[config.mk]
export PLATFORM = sky130hd
export DESIGN_NAME = counter_arbiter
export DESIGN_NICKNAME = d
export VERILOG_FILES = /design/src/rtl/counter_arbiter.sv
export SDC_FILE = /design/constraint.sdc
export NUM_CORES = 1
export LEC_CHECK = 0
export ABC_AREA = 1
export CAP_MARGIN = 20
export CORE_AREA = 8 8 74 76
export DETAILED_ROUTE_END_ITERATION = 7
export DIE_AREA = 0 0 82 84
export GPL_TIMING_DRIVEN = 0
export PLACE_DENSITY = 0.71
export SYNTH_ARGS = -nofsm -noshare
export SYNTH_HDL_FRONTEND = slang
export SYNTH_SLANG_ARGS = --single-unit
[constraint.sdc]
create_clock -name clk -period 4.4 [get_ports clk]
set_input_delay 0.44 -clock clk [delete_from_list [all_inputs] [get_ports clk]]
set_output_delay 0.44 -clock clk [all_outputs]
set_load 0.02 [all_outputs]
[src/rtl/counter_arbiter.sv]
// Round-robin arbiter sharing one event counter among NUM_REQ requesters.
// Buffers events per requester, issues one inc per cycle, stops before wrap.
module counter_arbiter #(
  parameter int NUM_REQ = 4,
  parameter int PEND_W  = 3,
  parameter int CNT_W   = 8
) (
  input  logic               clk,
  input  logic               reset,
  input  logic [NUM_REQ-1:0] req,
  input  logic               clr,
  output logic               inc,
  output logic [NUM_REQ-1:0] grant,
  output logic               count_resetn,
  output logic [NUM_REQ-1:0] drop,
  output logic [NUM_REQ-1:0] pend_full,
  output logic               sat
);

  localparam int LW = (NUM_REQ > 1) ? $clog2(NUM_REQ) : 1;
  localparam logic [PEND_W-1:0] PMAX = '1;
  localparam logic [CNT_W-1:0]  CMAX = '1;
  localparam logic [LW-1:0]     LAST0 = LW'(NUM_REQ - 1);

  logic [PEND_W-1:0] pend_q [NUM_REQ];
  logic [PEND_W-1:0] pend_d [NUM_REQ];
  logic [CNT_W-1:0]  mirror_q;
  logic [LW-1:0]     last_q;
  logic [LW-1:0]     sel;
  logic              any_el;
  logic [NUM_REQ-1:0] gnt_d;
  logic [NUM_REQ-1:0] drop_d;
  int                rr_idx;

  assign sat = (mirror_q == CMAX);

  always_comb begin
    for (int i = 0; i < NUM_REQ; i++) begin
      pend_full[i] = (pend_q[i] == PMAX);
    end
  end

  // Search starts one past the last owner; only registered pending counts.
  always_comb begin
    any_el = 1'b0;
    sel    = last_q;
    rr_idx = 0;
    gnt_d  = '0;
    for (int k = 1; k <= NUM_REQ; k++) begin
      rr_idx = int'(last_q) + k;
      if (rr_idx >= NUM_REQ) rr_idx = rr_idx - NUM_REQ;
      if (!any_el && pend_q[LW'(rr_idx)] != '0) begin
        any_el = 1'b1;
        sel    = LW'(rr_idx);
      end
    end
    if (any_el && !sat) gnt_d[sel] = 1'b1;
  end

  always_comb begin
    for (int i = 0; i < NUM_REQ; i++) begin
      pend_d[i] = pend_q[i];
      drop_d[i] = 1'b0;
      if (req[i] && !gnt_d[i]) begin
        if (pend_q[i] == PMAX) drop_d[i] = 1'b1;
        else pend_d[i] = pend_q[i] + 1'b1;
      end else if (!req[i] && gnt_d[i]) begin
        pend_d[i] = pend_q[i] - 1'b1;
      end
    end
  end

  always_ff @(posedge clk) begin
    if (reset || clr) begin
      inc          <= 1'b0;
      grant        <= '0;
      drop         <= '0;
      count_resetn <= 1'b0;
      mirror_q     <= '0;
      last_q       <= LAST0;
      for (int i = 0; i < NUM_REQ; i++) begin
        pend_q[i] <= '0;
      end
    end else begin
      inc          <= |gnt_d;
      grant        <= gnt_d;
      drop         <= drop_d;
      count_resetn <= 1'b1;
      for (int i = 0; i < NUM_REQ; i++) begin
        pend_q[i] <= pend_d[i];
      end
      if (|gnt_d) begin
        last_q   <= sel;
        mirror_q <= mirror_q + 1'b1;
      end
    end
  end

endmodule

==> reports/metrics.csv <==
metric,value,unit
status,finished clean,
vias per cell,4.981,
actual slew at the worst max-slew pin,0.3862,ns
Yosys top cell area share,0.3241,
Cell variety after synth,30,
min-delay src,mirror_q[3],
setup_tns,0,ns
multi-input logic area,1145,µm²
global-route wire length before repair,7700,µm
placer congestion estimate,0.8463,
post-CTS setup buffers,0,
WL final,4348,µm
Final ANT Viol Nets,0,
GRT Total Usage,0.1350,
GRT overflow,0,
post-layout net count,337,
Synthesized Nets,309,
r2r setup slk,1.73,ns
Initial Util,0.4636,
Crit path required time,4.58,ns
Yosys warning count,0,
"commonest cells after routing, fill and taps aside","nand2_1 (78), nor2_1 (37), inv_1 (32), dfxtp_1 (32), nand3_1 (26)",
syn avg cell area,6.656,µm²
CTS resizes,0,
Worst Path Arrival,2.85,ns
fraction of registers with async set/reset,0,
Synth area leaders,"dfxtp_1 (32%), nand2_1 (15%), nor2_1 (7.0%)",
Via Count,1883,
Hold Path Depth,2,
Post-DP HPWL,3353,µm
post-synth top area cell,dfxtp_1,
row cnt,24,
setup violators final,0,
maximum VDD drop,0.0004978,V
"Seq/Total Area, Yosys",0.3241,
max-slew violations,0,
drc violations,0,
vias in the first global route,1744,
Critical Path Source Type,register,
fin crit share,0.6058,
Most used DFF post-synth,dfxtp_1,
origin of the critical flop-to-flop path,last_q[0],
RR Endpoint,pend_q[1][2],
Ant. Diodes,0,
CTS tree,done,
Clock Skew,0.007092,ns
clock root buffer,clkbuf_8,
CTS clock-pin slew for the worst setup and hold paths,0.07,ns
total power,2.087,mW
Post-Synthesis Cells,297,
Starting DRT DRC Count,109,
largest net degree at the start of global routing,11,
crit end category,register,
Crit Path Class,register to register,
drt first pass iters,4,
core area,4264,µm²
Sequential Area,640.6,µm²
Port Buf Inserts,21,
die span in x,82,µm
Pwr Density,890.0,nW/µm²
clk sink count,32,
"EDFF count, synth",0,
slew margin rel.,0.7409,
initial antenna violation count,0,
die area,6888,µm²
layout cells sized above 1,0.1319,
synthesized area,1977,µm²
I/O Pins,22,
"Max FO, Critical Path",10,
leakage,1.042,nW
maxcap violations,0,
die height,84,µm
clk buf depth,2,
unrepaired setup endpoints after global routing,false,
"leading cell type in the layout, fill and taps excluded",nand2_1,
worst skew pair latency,0.28,ns
CTS Hold Buffers Added,0,
min Tclk post-route,2.665,ns
Final Hold Vio Count,0,
wire per inst,11.50,µm
hold crit path type,register to register,
Max Clk Rate,375.2,MHz
TritonCTS Buffers,5,
Reg2Reg Depth,18,
depth of the CTS H-tree,2,
Hold EP,mirror_q[3],
area growth from synthesis to final layout,18.61,%
post-synthesis register bit count,32,
fillers,426,
[worst max-delay path by stage]
| stage | from | slack, ns | endpoint | cells after the start |
|---|---|---|---|---|
| 3_5_place_dp | last_q[0] | 1.76 | pend_q[1][2] | 18 |
| 2_1_floorplan | mirror_q[0] | 1.72 | pend_q[1][2] | 14 |
| 6_report | last_q[0] | 1.73 | pend_q[1][2] | 18 |
| 4_1_cts | last_q[0] | 1.73 | pend_q[1][2] | 18 |
| 3_3_place_gp | last_q[0] | 1.76 | pend_q[1][2] | 18 |
| 5_1_grt | last_q[0] | 1.49 | pend_q[1][2] | 18 |
[state kept, by name, summed over array words and instances, names as in the netlist]
name          flops
drop              4
mirror_q          8
count_resetn      1
pend_q           12
last_q            2
inc               1
grant             4
[synthesized netlist by cell type, drive strengths merged, types with 2 or more instances]
cell type / n
nor2: 47
nand4: 7
fa: 4
dfxtp: 32
a21oi: 13
o21ai: 12
nand3: 27
inv: 37
o211ai: 2
nor3: 12
nand2: 91
nand3b: 2
buf: 5
[cells by family after synthesis]
logic type | Yosys count | share of synthesized area
flip-flops | 32 | 0.3240
AO/OA/AOI/OAI | 29 | 0.07784
adder cells (fa/ha/maj) | 5 | 0.04684
buffers and inverters | 43 | 0.09683
AND/OR/NAND/NOR | 188 | 0.4544
[metal layers]
metal	part of all wire	track usage
met1	0.50	0.1785
met2	0.45	0.2083
met3	0.036	0.03233
met4	0.012	0.03834
met5	0	0
[critical path, stage by stage (launching register included)]
cell and delay (ns):
dfxtp_1 0.31, buf_6 0.13, inv_4 0.10, buf_6 0.15, nand3_1 0.08, nand2_1 0.08, nand2_1 0.06, nand2_1 0.12
nand4_2 0.14, nand2_4 0.14, inv_4 0.07, nand2_1 0.13, nor2_4 0.06, nor2_2 0.11, inv_1 0.08, fa_1 0.38
nand3b_1 0.19, a21oi_1 0.16, nor2_1 0.06
[area by class of cell]
cell class              instances  share of cell area
plain buffers                   5             0.01868
clock buffers                   6             0.03522
clock inverters                 2            0.004269
inverters                      38             0.06297
multi-input cells             222              0.4883
flip-flops and latches         32              0.2732
well taps                      52             0.02775
repair buffers                 21             0.08965
[stage by stage]
| stage | instance area, µm² | utilization | hold WS (ns) | cells | setup slack [ns] |
|---|---|---|---|---|---|
| floorplan | 1977 | - | 0.4475 | 297 | 1.719 |
| global placement | 2252 | 0.5282 | 0.4631 | 370 | 1.760 |
| detailed placement | 2252 | 0.5282 | 0.4776 | 370 | 1.756 |
| CTS | 2345 | 0.5499 | 0.4920 | 378 | 1.728 |
| global route | 2345 | 0.5499 | 0.5136 | 378 | 1.487 |
| finish | 2345 | 0.5499 | 0.4903 | 378 | 1.735 |
[where the power goes]
| group | internal [mW] | switching [mW] | total (mW) |
|---|---|---|---|
| Clock | 0.125 | 0.109 | 0.233 |
| Combinational | 0.478 | 0.931 | 1.41 |
| Sequential | 0.369 | 0.0756 | 0.444 |
No activity file was read; power rests on OpenSTA's default activity.
